[src/rtl/lfsr_rng.sv]
// Fibonacci LFSR random source with bounded draws.
// Draws use mask-and-reject sampling. When the retry cap is reached, the
// last candidate is folded back into range by a single subtraction.
module lfsr_rng #(
   parameter int               WIDTH     = 16,
   parameter logic [WIDTH-1:0] TAPS      = 16'hB400,
   parameter logic [WIDTH-1:0] SEED      = 16'hBEEF,
   parameter int               OUT_W     = 8,
   parameter int               MAX_TRIES = 16
) (
   input  logic             clk,
   input  logic             rst,
   input  logic             reseed,
   input  logic             enable,
   input  logic             load,
   input  logic [WIDTH-1:0] load_value,
   input  logic             req,
   input  logic [OUT_W-1:0] limit,
   output logic             ack,
   output logic [OUT_W-1:0] value,
   output logic             busy,
   output logic [WIDTH-1:0] state,
   output logic             lockup
);

   localparam int             TRY_W    = (MAX_TRIES > 1) ? $clog2(MAX_TRIES) : 1;
   localparam logic [TRY_W-1:0] LAST_TRY = TRY_W'(MAX_TRIES - 1);

   // Reject illegal parameter sets while elaborating.
   if (SEED == '0) begin : g_bad_seed
      $error("lfsr_rng: SEED must be non-zero");
   end
   if (WIDTH < 2 || WIDTH < OUT_W) begin : g_bad_width
      $error("lfsr_rng: WIDTH must be >= 2 and >= OUT_W");
   end
   if (MAX_TRIES < 1) begin : g_bad_tries
      $error("lfsr_rng: MAX_TRIES must be >= 1");
   end

   typedef enum logic {S_IDLE, S_DRAW} fsm_t;

   fsm_t             r_fsm;
   logic [WIDTH-1:0] r_state;
   logic             r_reseed_d;
   logic             r_lockup;
   logic [OUT_W-1:0] r_lim;
   logic [OUT_W-1:0] r_mask;
   logic [TRY_W-1:0] r_tries;
   logic [OUT_W-1:0] r_value;
   logic             r_ack;
   logic             r_busy;

   logic             w_reseed_edge;
   logic [WIDTH-1:0] w_step;
   logic             w_do_step;
   logic [OUT_W-1:0] w_lim_m1;
   logic [OUT_W-1:0] w_mask;
   logic [OUT_W-1:0] w_cand;
   logic             w_accept;

   assign w_reseed_edge = reseed & ~r_reseed_d;
   assign w_step        = {r_state[WIDTH-2:0], ^(r_state & TAPS)};
   // The entry step on an accepted req is part of the same rule as free-run.
   assign w_do_step     = (r_fsm == S_DRAW) || enable || req;
   assign w_lim_m1      = limit - OUT_W'(1);
   assign w_cand        = r_state[OUT_W-1:0] & r_mask;
   assign w_accept      = (r_lim == '0) || (w_cand < r_lim);

   // Smear-right of limit-1 gives the smallest all-ones mask covering the range.
   always_comb begin
      w_mask = w_lim_m1;
      for (int i = 1; i < OUT_W; i++) w_mask = w_mask | (w_lim_m1 >> i);
      if (limit == '0) w_mask = '1;
   end

   // LFSR state: load beats reseed edge, and a reseed edge beats the step.
   always_ff @(posedge clk or negedge rst) begin
      if (!rst) begin
         r_state    <= SEED;
         r_reseed_d <= 1'b0;
         r_lockup   <= 1'b0;
      end else begin
         r_reseed_d <= reseed;
         r_lockup   <= load && (load_value == '0);
         if (load)               r_state <= (load_value == '0) ? SEED : load_value;
         else if (w_reseed_edge) r_state <= SEED;
         else if (w_do_step)     r_state <= w_step;
      end
   end

   // Draw FSM with registered ack, value and busy.
   always_ff @(posedge clk or negedge rst) begin
      if (!rst) begin
         r_fsm   <= S_IDLE;
         r_lim   <= '0;
         r_mask  <= '0;
         r_tries <= '0;
         r_value <= '0;
         r_ack   <= 1'b0;
         r_busy  <= 1'b0;
      end else begin
         r_ack <= 1'b0;
         case (r_fsm)
            S_IDLE: begin
               if (req) begin
                  r_lim   <= limit;
                  r_mask  <= w_mask;
                  r_tries <= '0;
                  r_busy  <= 1'b1;
                  r_fsm   <= S_DRAW;
               end
            end
            S_DRAW: begin
               if (w_accept) begin
                  r_value <= w_cand;
                  r_ack   <= 1'b1;
                  r_busy  <= 1'b0;
                  r_fsm   <= S_IDLE;
               end else if (r_tries == LAST_TRY) begin
                  // cand < 2*lim, so one subtraction lands inside the range.
                  r_value <= w_cand - r_lim;
                  r_ack   <= 1'b1;
                  r_busy  <= 1'b0;
                  r_fsm   <= S_IDLE;
               end else begin
                  r_tries <= r_tries + TRY_W'(1);
               end
            end
            default: r_fsm <= S_IDLE;
         endcase
      end
   end

   assign ack    = r_ack;
   assign value  = r_value;
   assign busy   = r_busy;
   assign state  = r_state;
   assign lockup = r_lockup;

endmodule

[config.mk]
export PLATFORM = sky130hd
export DESIGN_NAME = lfsr_rng
export DESIGN_NICKNAME = d
export VERILOG_FILES = /design/src/rtl/lfsr_rng.sv
export SDC_FILE = /design/constraint.sdc
export NUM_CORES = 1
export LEC_CHECK = 0
export BUFFER_PORTS_ARGS = -buffer_cell sky130_fd_sc_hd__buf_2
export CAP_MARGIN = 10
export CORE_AREA = 5 5 80 82
export CTS_CLUSTER_DIAMETER = 30
export DETAILED_ROUTE_END_ITERATION = 8
export DIE_AREA = 0 0 85 87
export PLACE_DENSITY = 0.75
export REMOVE_ABC_BUFFERS = 1
export SLEW_MARGIN = 20
export SYNTH_ARGS = -nofsm -noshare
export SYNTH_HDL_FRONTEND = slang
export SYNTH_SLANG_ARGS = --single-unit
[constraint.sdc]
create_clock -name clk -period 3.2 [get_ports clk]
set_input_delay 0 -clock clk [delete_from_list [all_inputs] [get_ports clk]]
set_output_delay 0 -clock clk [all_outputs]
set_load 0.02 [all_outputs]
Word-level counts from Yosys, hierarchy flattened
Index checks and enable logic that the tools add are counted.
W data, S select, Z words.
- eq/ne operators: 5
- bitwise operators: 11
- reductions and logical operators: 14
- multiplexer cells: 22
- shift operators: 0
- multipliers: 0
- $add $sub $neg: 3
- order comparisons: 1
- div/mod/pow operators: 0
- operator list (kind ; count):
    $mux W16 ; 4
    $mux W8 ; 3
    $logic_not A16 Y1 ; 1
    $logic_not A8 Y1 ; 2
    $reduce_xor A16 Y1 ; 1
    $mux W4 ; 3
    $mux W1 ; 9
    $and A8 B8 Y8 ; 1
    $lt A8 B8 Y1 ; 1
    $or A8 B1 Y8 ; 1
    $or A8 B2 Y8 ; 1
    $or A8 B3 Y8 ; 1
    $or A8 B4 Y8 ; 1
    $or A8 B5 Y8 ; 1
    $or A8 B6 Y8 ; 1
    $or A8 B7 Y8 ; 1
    $pmux W4 S2 ; 1
    $sub A8 B1 Y8 const B ; 1
    $sub A8 B8 Y8 ; 1
    $ne A2 B2 Y1 const B ; 3
    $reduce_and A2 Y1 ; 3
    $add A4 B1 Y4 const B ; 1
    $eq A4 B4 Y1 const B ; 1
    $pmux W1 S2 ; 2
    8 further kinds ; 11
- ROM bits: 0
- output and inout bits: 27
- bits of input ports: 30
- latch bits: 0
- bits in registers: 49
- word-level logic and storage cells: 66
- memories kept: 0
- RAM bits: 0

Depth between registers and ports, before layout
- depth after elaboration: 9
- gate-level depth with buffers: 10
- mapped depth without buffers: 10

Worst setup path after synthesis
Ideal clock, no wire load.
- path kind: register to register
- from: reg r_state[0] (netlist: state[0])
- to: reg r_tries[3]
- data arrival time: 2.256 ns
- library setup time: 0.124 ns
- period minus slack after synthesis: 2.380 ns
- stages on the path, launching flop included: 11
- path slack: 0.820 ns
- path buffers: 1
- required time: 3.076 ns
- cell sequence: dfstp_2 nand2_1 ha_1 inv_1 fa_1 a211oi_4 o21ai_2 and3_1 buf_6 a41o_1 a211o_1
- cells in the longest elaborated chain, start to end: 5
- RTL lines (item ; line ; RTL):
    start: declaration ; 43 ; logic [WIDTH-1:0] r_state;
    start signal: assignment ; 85 ; if (load) r_state <= (load_value == '0) ? SEED : load_value;
    start signal: assignment ; 87 ; else if (w_do_step) r_state <= w_step;
    $and A8 B8 Y8 ; 66 ; assign w_cand = r_state[OUT_W-1:0] & r_mask;
    $lt A8 B8 Y1 ; 67 ; assign w_accept = (r_lim == '0) || (w_cand < r_lim);
    $logic_or A1 B1 Y1 ; 67 ;
    $ne A2 B2 Y1 (no source line) ; -- ;
    $reduce_and A3 Y1 (no source line) ; -- ;
    end signal: assignment ; 126 ; r_tries <= r_tries + TRY_W'(1);
    end: declaration ; 48 ; logic [TRY_W-1:0] r_tries;
No other way between the ends.
A chain may end at the register's enable or synchronous reset.

Worst setup path in the final report
Ends and elaborated chain as after synthesis.

==> impl_summary.txt <==
----------------------------------------------------
[Run status]
  Outcome ... finished, final reports clean

[Critical path]
  Worst endpoint required time ... 3.39 ns
  Longest individual stage delay on the worst path ... 0.44 ns
  CP Capture Type ... register
  CP max FO ... 7
  Worst path arrival time ... 2.70 ns
  Critical path type ... register to register
  Sequence of cells on the critical path ... nand2_1 > ha_1 > inv_1 > fa_1 > a211oi_4 > o21ai_2 > and3_1 > a41o_1 > a211o_1
  Kind of start point of the critical path ... register
  CP max stage cell ... fa_1

[Clocking]
  H-tree levels ... 2
  # resized after CTS ... 0
  Total CTS buffers ... 5
  Root Buffer Master ... clkbuf_8
  Buffers inserted during post-CTS setup optimization ... 0
  Clock transition at the register clock pins on the worst setup and hold paths after CTS ... 0.09 ns
  Number of buffers on the longest clock path ... 2
  Total number of clock tree sinks ... 49
  Skew-Pair Late Insertion Delay ... 0.31 ns
  CTS tree ... built
  Hold Buf Count CTS ... 22

[Routing]
  Wire length per cell after detailed routing ... 15.8 um
  Number of remaining DRC errors ... 0
  Routed WL ... 7610 um
  Pre-Repair DR Iteration Count ... 4
  Count of nets left with antenna violations after detail routing ... 0
  Count of vias placed by the detailed router ... 2,702
  Starting DRC count in detailed routing ... 175
  Post-detailed-route via-to-cell ratio ... 5.59

[Synthesis]
  Proportion of synthesized flip-flops having asynchronous set or reset ... 100%
  Share of synthesized area spent on multiplexers ... 1.46%
  Post-synth design cell area ... 2910 um^2
  Simple-gate share of the synthesized area ... 22.6%
  Synth cell types ... 54
  Post-synthesis share of cell area spent on full adders, half adders and majority gates ... 5.85%
  Post-Syn Area per Cell ... 8.84 um^2
  Share of the synthesized netlist area taken by xor and xnor gates ... 3.31%
  Primary flip-flop cell chosen by synthesis mapping ... dfrtp_1
  Dominant combinational cell family by area after synthesis ... simple AND/OR/NAND/NOR gates
  Post-synthesis cell count ... 329
  Post-synthesis compound-gate area fraction ... 19.9%
  Number of synthesized flops with an enable pin ... 0
  Count of warnings emitted by yosys ... 0
  Register bit count reported by yosys ... 49
  Portion of the post-synthesis area used by sequential elements ... 42.7%

[GRT]
  Number of antenna violations at the first check in global routing ... 0
  GR Overflow Total ... 0
  Pin count of the biggest net entering global routing ... 31
  Overall Global Routing Usage ... 21.6%
  Number of global-route vias before repair ... 2,652
  First-pass GRT wire length ... 12,700 um

[STA]
  Final Hold Viols ... 0
  Number of pins with negative max-slew slack in the final report ... 0
  Worst slack on hold paths ... 0.00123 ns
  Setup TNS ... 0 ns
  Layout Skew ... 0.0106 ns
  Worst slew slack as a fraction of its limit ... 65.4%
  Setup repair after global routing missed its margin ... false
  Fmax ... 399 MHz
  Actual slew at the worst max-slew pin ... 0.506 ns
  Portion of the clock cycle consumed by the worst path in the final layout ... 78.4%
  Final worst path period need ... 2.51 ns
  Final Setup Violations ... 0

[Place]
  RePlAce Congestion ... 0.907
  Detailed Place HPWL ... 5770 um
  Count of buffers from port buffering ... 56

[Die]
  Core region area ... 5680 um^2
  Number of core rows ... 28
  Vertical die dimension ... 87 um
  Boundary Pins ... 57
  Width of the chip ... 85 um
  Initial Util ... 51.3%
  Area of the die ... 7400 um^2

[Pwr]
  Peak VDD IR ... 414 uV
  Sequential power share ... 32.6%
  Portion of total power attributed to combinational logic ... 51.5%
  Overall power ... 2.91 mW
  Internal power component ... 1.66 mW
  Net switching power ... 1.24 mW
  Clk network pwr share ... 15.8%
  Switching share of total power ... 42.8%
  Leakage power total ... 1.58 nW
  Power density normalized to cell area ... 807 nW/um^2

[Final layout]
  Register area ... 1240 um^2
  Diodes inserted ... 0
  Top library cells by usage in the layout, fill and taps aside ... buf_2 (56), nor2_1 (39), dfrtp_1 (36)
  Post-layout nets ... 450
  Ratio of cells with drive above 1 in the final layout ... 22.8%
  Most frequent standard cell in the layout excluding fill and tap cells ... buf_2
  Area used by multi-input combinational logic ... 1550 um^2
  Core occupancy in the finished layout ... 63.4%
  Synthesis-to-finish area growth ... 23.7%
  Fill cell total of the finished layout ... 490

[Min path]
  Class of the tightest hold or removal check ... input pin to register

[Run]
  Max-cap check violation count ... 0

----------------------------------------------------
[flip-flops by register name, summed over array words and instances, names as in the netlist]
| signal | cells |
|---|---|
| r_tries | 4 |
| r_fsm | 1 |
| ack | 1 |
| lockup | 1 |
| value | 8 |
| r_lim | 8 |
| busy | 1 |
| r_reseed_d | 1 |
| r_mask | 8 |
| state | 16 |
[power groups by stage]
stage / Clock, mW / Combinational, mW / Sequential (mW)
4_1_cts: 0.468 / 1.49 / 0.951
3_5_place_dp: 0 / 1.47 / 0.960
2_1_floorplan: 0 / 0.927 / 1.07
5_1_grt: 0.493 / 1.65 / 0.976
6_report: 0.460 / 1.50 / 0.949
3_3_place_gp: 0 / 1.43 / 0.954
[cell families (layout without fill, tap and decap cells)]
logic type,count (synthesis),after routing
multiplexers,4,4
AND/OR/NAND/NOR,128,128
XOR/XNOR,11,11
adder cells (fa/ha/maj),13,13
buffers and inverters,30,109
flip-flops,49,49
AO/OA/AOI/OAI,94,94
[per-stage QoR]
step | area, um^2 | cells | setup slack, ns
after floorplan | 2860 | 318 | 0.851
after global routing | 3600 | 483 | 0.587
after CTS | 3600 | 483 | 0.695
final | 3600 | 483 | 0.691
after detailed placement | 3260 | 453 | 0.703
after global placement | 3260 | 453 | 0.824
[critical path, delay by kind of cell, from the launching register on]
| kind | cells | cell delay [ns] |
|---|---|---|
| adders and majority gates | 2 | 0.60 |
| buffers and inverters | 1 | 0.05 |
| DFF | 1 | 0.39 |
| and+or+nand+nor | 2 | 0.37 |
| AOI/OAI and AO/OA | 4 | 0.98 |
[final timing paths]
check | slack, ns | from | to | cells past startpoint
setup / recovery | 0.69 | state[0]$_DFFE_PN1P_ | r_tries[3]$_DFFE_PN0P_ | 9
hold / removal | 0.001 | load_value[5] | state[5]$_DFFE_PN1P_ | 3
setup reg to reg | 0.69 | state[0]$_DFFE_PN1P_ | r_tries[3]$_DFFE_PN0P_ | 9
hold reg to reg | 0.48 | state[0]$_DFFE_PN1P_ | state[0]$_DFFE_PN1P_ | 2
max in group asynchronous | 2.26 | rst | state[7]$_DFFE_PN1P_ | 3
min in group asynchronous | 0.16 | rst | state[8]$_DFFE_PN0P_ | 2
[Yosys cell counts, types with 3 or more instances]
cell	instances	area share [%]
dfrtp_1	36	31
a32oi_1	3	0.90
xor2_1	4	1.2
o21bai_1	3	0.77
ha_1	12	5.2
nor3_1	5	0.86
inv_1	18	2.3
nor4_1	6	1.3
o21ai_0	32	5.5
nor4_2	3	1.3
nor2_1	39	5.0
clkbuf_1	7	0.90
and2_1	9	1.9
o22ai_1	5	1.1
dfstp_2	13	12
nand2_1	32	4.1
xnor2_1	7	2.1
and3_1	8	1.7
nand3_1	11	1.9
a21oi_1	29	5.0
[cell type report]
class | count | area share [%]
clock inverter | 1 | 0.834
clock buffer | 7 | 2.40
multi-input combinational | 250 | 42.9
tap | 75 | 2.61
inverter | 19 | 1.98
timing repair buffer | 82 | 14.7
sequential | 49 | 34.5
[routing by layer]
layer | wire [um] | share of wire, % | up-vias | track usage (%)
met2 | 3850 | 51 | 79 | 36.9
met5 | 0 | 0 | - | 0
li1 | - | - | 1321 | -
met3 | 361 | 4.7 | 5 | 4.16
met1 | 3330 | 44 | 1297 | 28.3
met4 | 69 | 0.91 | 0 | 4.89
Note: power is estimated with default switching activity, not from simulation.
